**src/rtl/fpgc_bus_pkg.sv**
```systemverilog
// rtl/fpgc_bus_pkg.sv - shared types and constants for the SDRAM cache bus initiator.
package fpgc_bus_pkg;

  typedef enum logic [1:0] {
    ST_IDLE  = 2'd0,
    ST_ISSUE = 2'd1,
    ST_WAIT  = 2'd2
  } bus_state_e;

  localparam int DEFAULT_ADDR_BITS = 24;
  localparam int DEFAULT_DATA_BITS = 32;
  localparam int TMO_CNT_BITS      = 16;

endpackage

```
**src/rtl/sdram_bus_requester.sv**
```systemverilog
// rtl/sdram_bus_requester.sv - SDRAM cache bus initiator, one client transaction at a time.
// Optional macro SDRAM_REQ_TIMEOUT_EN bounds the WAIT state and reports expiry on client_err.
module sdram_bus_requester
  import fpgc_bus_pkg::*;
#(
  parameter int ADDR_BITS = DEFAULT_ADDR_BITS,
  parameter int DATA_BITS = DEFAULT_DATA_BITS,
  parameter int TIMEOUT   = 255
) (
  input  logic                 clk100,
  input  logic                 reset,
  input  logic                 client_req,
  input  logic [ADDR_BITS-1:0] client_addr,
  input  logic                 client_we,
  input  logic [DATA_BITS-1:0] client_data,
  output logic                 client_accept,
  output logic                 client_busy,
  output logic [DATA_BITS-1:0] client_q,
  output logic                 client_done,
  output logic                 client_err,
  output logic [ADDR_BITS-1:0] bus_addr,
  output logic [DATA_BITS-1:0] bus_data,
  output logic                 bus_we,
  output logic                 bus_start,
  input  logic [DATA_BITS-1:0] bus_q,
  input  logic                 bus_done,
  input  logic                 bus_ready
);

  if (TIMEOUT < 1 || TIMEOUT >= (1 << TMO_CNT_BITS)) begin : g_bad_timeout
    $error("sdram_bus_requester: TIMEOUT does not fit the timeout counter");
  end

  bus_state_e             state_q, state_d;
  logic [ADDR_BITS-1:0]   addr_q, addr_d;
  logic [DATA_BITS-1:0]   data_q, data_d;
  logic                   we_q, we_d;
  logic                   accept_q, accept_d;
  logic                   busy_q, busy_d;
  logic                   done_q, done_d;
  logic                   err_q, err_d;
  logic [DATA_BITS-1:0]   cq_q, cq_d;
  logic                   tmo_hit;

`ifdef SDRAM_REQ_TIMEOUT_EN
  localparam logic [TMO_CNT_BITS-1:0] TMO_LAST = TMO_CNT_BITS'(TIMEOUT - 1);

  logic [TMO_CNT_BITS-1:0] tmo_cnt_q, tmo_cnt_d;

  // Counter is zero whenever we are not waiting, so it starts clean on every WAIT entry.
  always_comb begin
    tmo_cnt_d = '0;
    if (state_q == ST_WAIT && !bus_done) begin
      tmo_cnt_d = tmo_cnt_q + TMO_CNT_BITS'(1);
    end
  end

  always_ff @(posedge clk100 or negedge reset) begin
    if (!reset) begin
      tmo_cnt_q <= '0;
    end else begin
      tmo_cnt_q <= tmo_cnt_d;
    end
  end

  // A responder done on the expiry cycle wins over the timeout.
  assign tmo_hit = (state_q == ST_WAIT) && !bus_done && (tmo_cnt_q == TMO_LAST);
`else
  assign tmo_hit = 1'b0;
`endif

  always_ff @(posedge clk100 or negedge reset) begin
    if (!reset) begin
      state_q  <= ST_IDLE;
      addr_q   <= '0;
      data_q   <= '0;
      we_q     <= 1'b0;
      accept_q <= 1'b0;
      busy_q   <= 1'b0;
      done_q   <= 1'b0;
      err_q    <= 1'b0;
      cq_q     <= '0;
    end else begin
      state_q  <= state_d;
      addr_q   <= addr_d;
      data_q   <= data_d;
      we_q     <= we_d;
      accept_q <= accept_d;
      busy_q   <= busy_d;
      done_q   <= done_d;
      err_q    <= err_d;
      cq_q     <= cq_d;
    end
  end

  always_comb begin
    state_d = state_q;
    case (state_q)
      ST_IDLE:  if (client_req) state_d = ST_ISSUE;
      ST_ISSUE: if (bus_ready) state_d = ST_WAIT;
      ST_WAIT:  if (bus_done || tmo_hit) state_d = ST_IDLE;
      default:  state_d = ST_IDLE;
    endcase
  end

  always_comb begin
    addr_d   = addr_q;
    data_d   = data_q;
    we_d     = we_q;
    accept_d = 1'b0;
    busy_d   = busy_q;
    done_d   = 1'b0;
    err_d    = 1'b0;
    cq_d     = cq_q;
    case (state_q)
      ST_IDLE: begin
        if (client_req) begin
          addr_d   = client_addr;
          data_d   = client_data;
          we_d     = client_we;
          accept_d = 1'b1;
          busy_d   = 1'b1;
        end
      end
      ST_WAIT: begin
        if (bus_done) begin
          if (!we_q) cq_d = bus_q;
          done_d = 1'b1;
          busy_d = 1'b0;
        end else if (tmo_hit) begin
          done_d = 1'b1;
          err_d  = 1'b1;
          busy_d = 1'b0;
        end
      end
      default: ;
    endcase
  end

  assign bus_start     = (state_q == ST_ISSUE) && bus_ready;
  assign bus_addr      = addr_q;
  assign bus_data      = data_q;
  assign bus_we        = we_q;
  assign client_accept = accept_q;
  assign client_busy   = busy_q;
  assign client_done   = done_q;
  assign client_err    = err_q;
  assign client_q      = cq_q;

endmodule

```
**config.mk**
```make
export PLATFORM = sky130hd
export DESIGN_NAME = sdram_bus_requester
export DESIGN_NICKNAME = d
export VERILOG_FILES = /design/src/rtl/fpgc_bus_pkg.sv /design/src/rtl/sdram_bus_requester.sv
export SDC_FILE = /design/constraint.sdc
export NUM_CORES = 1
export LEC_CHECK = 0
export CAP_MARGIN = 0
export CORE_UTILIZATION = 30
export CTS_CLUSTER_DIAMETER = 200
export DETAILED_ROUTE_END_ITERATION = 8
export PLACE_DENSITY = 0.72
export SLEW_MARGIN = 10
export SYNTH_ARGS = -nofsm -noshare
export SYNTH_HDL_FRONTEND = slang
export SYNTH_SLANG_ARGS = --single-unit
```
**constraint.sdc**
```tcl
create_clock -name clk100 -period 1.7 [get_ports clk100]
set_input_delay 0.255 -clock clk100 [delete_from_list [all_inputs] [get_ports clk100]]
set_output_delay 0.255 -clock clk100 [all_outputs]
set_load 0.01 [all_outputs]
```
### Yosys cells after proc, flatten, opt, wreduce, memory -nomap -nowiden

Index checks and enable logic that the tools add are counted.

* flip-flop bits (word level): 94
* bits of input ports: 94
* output and inout bits: 94

* eq/ne operators: 5
* mux-type cells: 11
* bitwise operators: 1
* reductions and logical operators: 7

Operator list (number)
* 3-bit AND reduction: 3
* 1-bit 2-to-1 mux: 6
* 2-bit 2-to-1 mux: 3
* 2-bit != test, second input constant: 3
* 2-bit one-hot mux with 3 select lines: 1
* 2-bit by 1-bit equality test with 1-bit output, second input constant: 1
* 2-bit equality test, second input constant: 1
* 2-bit zero test: 1
* 1-bit one-hot mux with 2 select lines: 1
* 2-bit AND reduction: 1
* 2-bit nonzero test: 1
* 1-bit logical AND: 1
* 1-bit inverter: 1

### Logic depth before layout (Yosys ltp)

* depth after elaboration: 3
* gate-level depth with buffers: 5

### Worst setup path after synthesis

OpenSTA, ideal clock, no wires.

* path type: reg-to-reg
* from: register state_q[0]
* to: register data_q[17] (netlist: bus_data[17])
* library setup time: 0.125 ns
* data arrival time: 1.338 ns
* data required time: 1.575 ns
* setup slack: 0.237 ns
* stages on the path, launching flop included: 6
* clock period less this slack: 1.463 ns
* path through: dfrtp_1 -> nand2b_1 -> nor2_2 -> buf_4 -> buf_6 -> mux2_2

* word-level cells in the longest chain between the ends: 2

RTL lines
* start, declared: RTL line sdram_bus_requester.sv:34 `bus_state_e state_q, state_d;`
* start signal, assigned: RTL line sdram_bus_requester.sv:84 `state_q <= state_d;`
* 2-bit zero test: RTL line sdram_bus_requester.sv:115 `case (state_q)`
* 2-bit AND reduction (no line)
* end signal, assigned: RTL line sdram_bus_requester.sv:86 `data_q <= data_d;`
* end, declared: RTL line sdram_bus_requester.sv:36 `logic [DATA_BITS-1:0] data_q, data_d;`

Every way passes these cells.
A chain may end at the register's enable or synchronous reset.

### Worst setup path after layout

* from: register we_q (netlist: bus_we)
* to: output port bus_we

RTL lines
* start, declared: RTL line sdram_bus_requester.sv:37 `logic we_q, we_d;`
* start signal, assigned: RTL line sdram_bus_requester.sv:87 `we_q <= we_d;`
* end, declared: RTL line sdram_bus_requester.sv:23 `output logic bus_we,`

No word-level cell between the ends.

==> run metrics <==
Final Hold Fails 0; clk slew on worst S/H paths around 0.06 ns; Crit path buffers/inverters 1; Rows 40; Die Span Y 112.8 µm; largest net degree at the start of global routing 54; Post-Syn Area 0.003680 mm²; # port buffers roughly 190; setup TNS 0 ns; Root Buffer clkbuf_16; initial antenna violation count 1; Worst Skew roughly 0.004 ns; Crit Path Class register to primary output; worst endpoint required time between 1 and 1.5 ns; First-pass DRT Iterations 4; syn avg cell area 17.61 µm²; Largest stage delay, worst path 0.59 ns; number of synthesized flops with an enable pin 0; Post-Syn Nets 303; Setup Viol. Count Final 0; delay-heaviest family, CP buffers and inverters; Setup crit end kind primary output; WP data arrival 1.35 ns; WL/cell 14.84 µm; CP max stage cell clkdlybuf4s50_1; Place WS -0.1485 ns; top_reg_cell synth dfrtp_1; initial core utilization between 30% and 40%; Post-synth ARST share 100.0%; Final ANT Viol Nets 0; Tmin final about 1.6 ns; final cycle utilization of the critical path 94.16%; worst-margin pin slew between 0.5 and 0.6 ns; most frequent cells after synthesis dfrtp_1 (94), mux2_2 (59), mux2_4 (30); Max-Cap Viols 0; Max-slew headroom roughly 65%; H-tree depth 3; Yosys cell types 19; CTS tree yes; Clock Latency Late Sink around 0.33 ns; final worst setup slack ~0.099 ns; Pleak 2.541 nW; top-count cell post-synth dfrtp_1; Core Region between 0.01 and 0.015 mm²; Die Area approximately 0.013 mm²; crit-path max FO 3; Synth top area share 63.92%; Peak VDD IR 0.0008448 V; vias in the first global route 2647; IO Count approximately 190; sequential area share after synthesis about 64%; share of cells above drive strength 1 between 20% and 30%; power per cell area 1833 mW/mm²; first-pass GRT wire length approximately 13000 µm; Die W around 110 µm; area leader, netlist dfrtp_1; Final GP Congestion 0.6944; Hold Crit Class input pin to async pin; Max clock buf depth 2; number of setup buffers added after CTS 0; vias per cell 4.343; top cells by area, synth dfrtp_1 (64%), mux2_2 (18%), mux2_4 (12%); hold slack around 0.45 ns; Synth Register Bits 94; Routed WL between 8000 and 9000 µm; Syn Inst Count around 210; detailed placer's ending HPWL just over 6000 µm; global route overflow 0; fin. max-slew vios 0; clock sink count 94; routed vias 2428; final net count 500; CP startpoint kind register; Layout area overhead 64.26%; CTS Buf Count 9; CP Cell Sequence clkdlybuf4s50_1; FMAX 0.6247 GHz; global-route usage over all layers a little over an eighth; DR DRC count 0; RSZ-0062 raised after global routing no; Initial DRC Count between 90 and 100; YS warnings 0; status completed
through the flow:
| stage | area (µm²) | utilization (%) | std cells | total power, mW |
|---|---|---|---|---|
| 2_1_floorplan | 3680 | - | 209 | 6.216 |
| 4_1_cts | 6042 | 50.51 | 558 | 11.24 |
| 5_1_grt | 6042 | 50.51 | 558 | 11.71 |
| 6_report | 6045 | 50.53 | 559 | 11.08 |
| 3_5_place_dp | 5717 | 47.79 | 541 | 9.038 |
| 3_3_place_gp | 5717 | 47.79 | 541 | 8.920 |
cells in the final DEF, fill, tap and decap left out:
cell and count:
dfrtp_1 94, clkinv_2 2, nand2b_1 2, nor2b_4 1, and3b_1 1, buf_4 8, inv_1 1, mux2_2 59
nor2_1 2, a21oi_1 1, nor2_4 1, nor2b_1 1, dlygate4sd3_1 1, dlygate4sd2_1 1, diode_2 1, clkbuf_8 1
clkdlybuf4s50_1 184, a21o_1 1, clkbuf_1 2, mux2_4 30, clkbuf_16 9, o21ai_0 2, bufinv_16 2, buf_12 3
conb_1 1, nand2_1 1
state kept, by name, summed over array words and instances (netlist names):
register and flops:
bus_addr 24, bus_data 32, bus_we 1, client_accept 1
client_busy 1, client_done 1, client_q 32, state_q 2
path summary, 6_finish.rpt:
| check | endpoint | depth (start not counted) | from | slack, ns |
|---|---|---|---|---|
| setup reg to reg | client_q[31] | 4 | state_q[0] | 0.1 |
| setup / recovery | bus_we | 1 | bus_we | 0.1 |
| max in group asynchronous | bus_addr[17] | 3 | reset | 0.76 |
| hold / removal | client_q[30] | 3 | reset | 0.45 |
| hold reg to reg | bus_data[17] | 1 | bus_data[17] | 0.50 |
| min in group clk100 | bus_data[17] | 1 | bus_data[17] | 0.50 |
per-layer routing:
metal / track usage (%) / share of wire, %
met5: 0 / 0
met4: 6.133 / 1.8
met3: 5.838 / 11
met2: 21.19 / 44
met1: 16.74 / 43
report_power, final:
part / switching (mW) / total, mW / leakage [nW] / internal [mW]
logic: 1.68 / 5.00 / 1.27 / 3.33
clock network: 0.805 / 2.13 / 0.157 / 1.32
registers: 0.587 / 3.94 / 1.12 / 3.36
total: 3.07 / 11.1 / 2.54 / 8.01
cell type report:
| class | count | area, µm² |
|---|---|---|
| Inverter | 1 | 3.754 |
| Timing Repair Buffer | 197 | 1981 |
| Multi-Input combinational cell | 103 | 1205 |
| Clock buffer | 12 | 246.5 |
| Tap cell | 147 | 183.9 |
| Sequential cell | 94 | 2352 |
| Fill cell | 1043 | 5917 |
| Clock inverter | 4 | 70.07 |
| Antenna cell | 1 | 2.502 |
cells by family (layout without fill, tap and decap cells):
group	Yosys count	after routing	synth area share (%)
flops	94	94	63.92
mux	89	89	30.30
buf+inv	12	214	3.468
simple gates	9	9	1.598
compound gates	4	4	0.6120
other cells	1	2	0.1019
timing repair:
action / CTS / global route
hold buffers: 1 / 0
resized for setup: 1 / 0
endpoints found under the setup margin: 1 / 0
hold endpoints to repair: 53 / 0
Power figures use the tool's default switching activity.
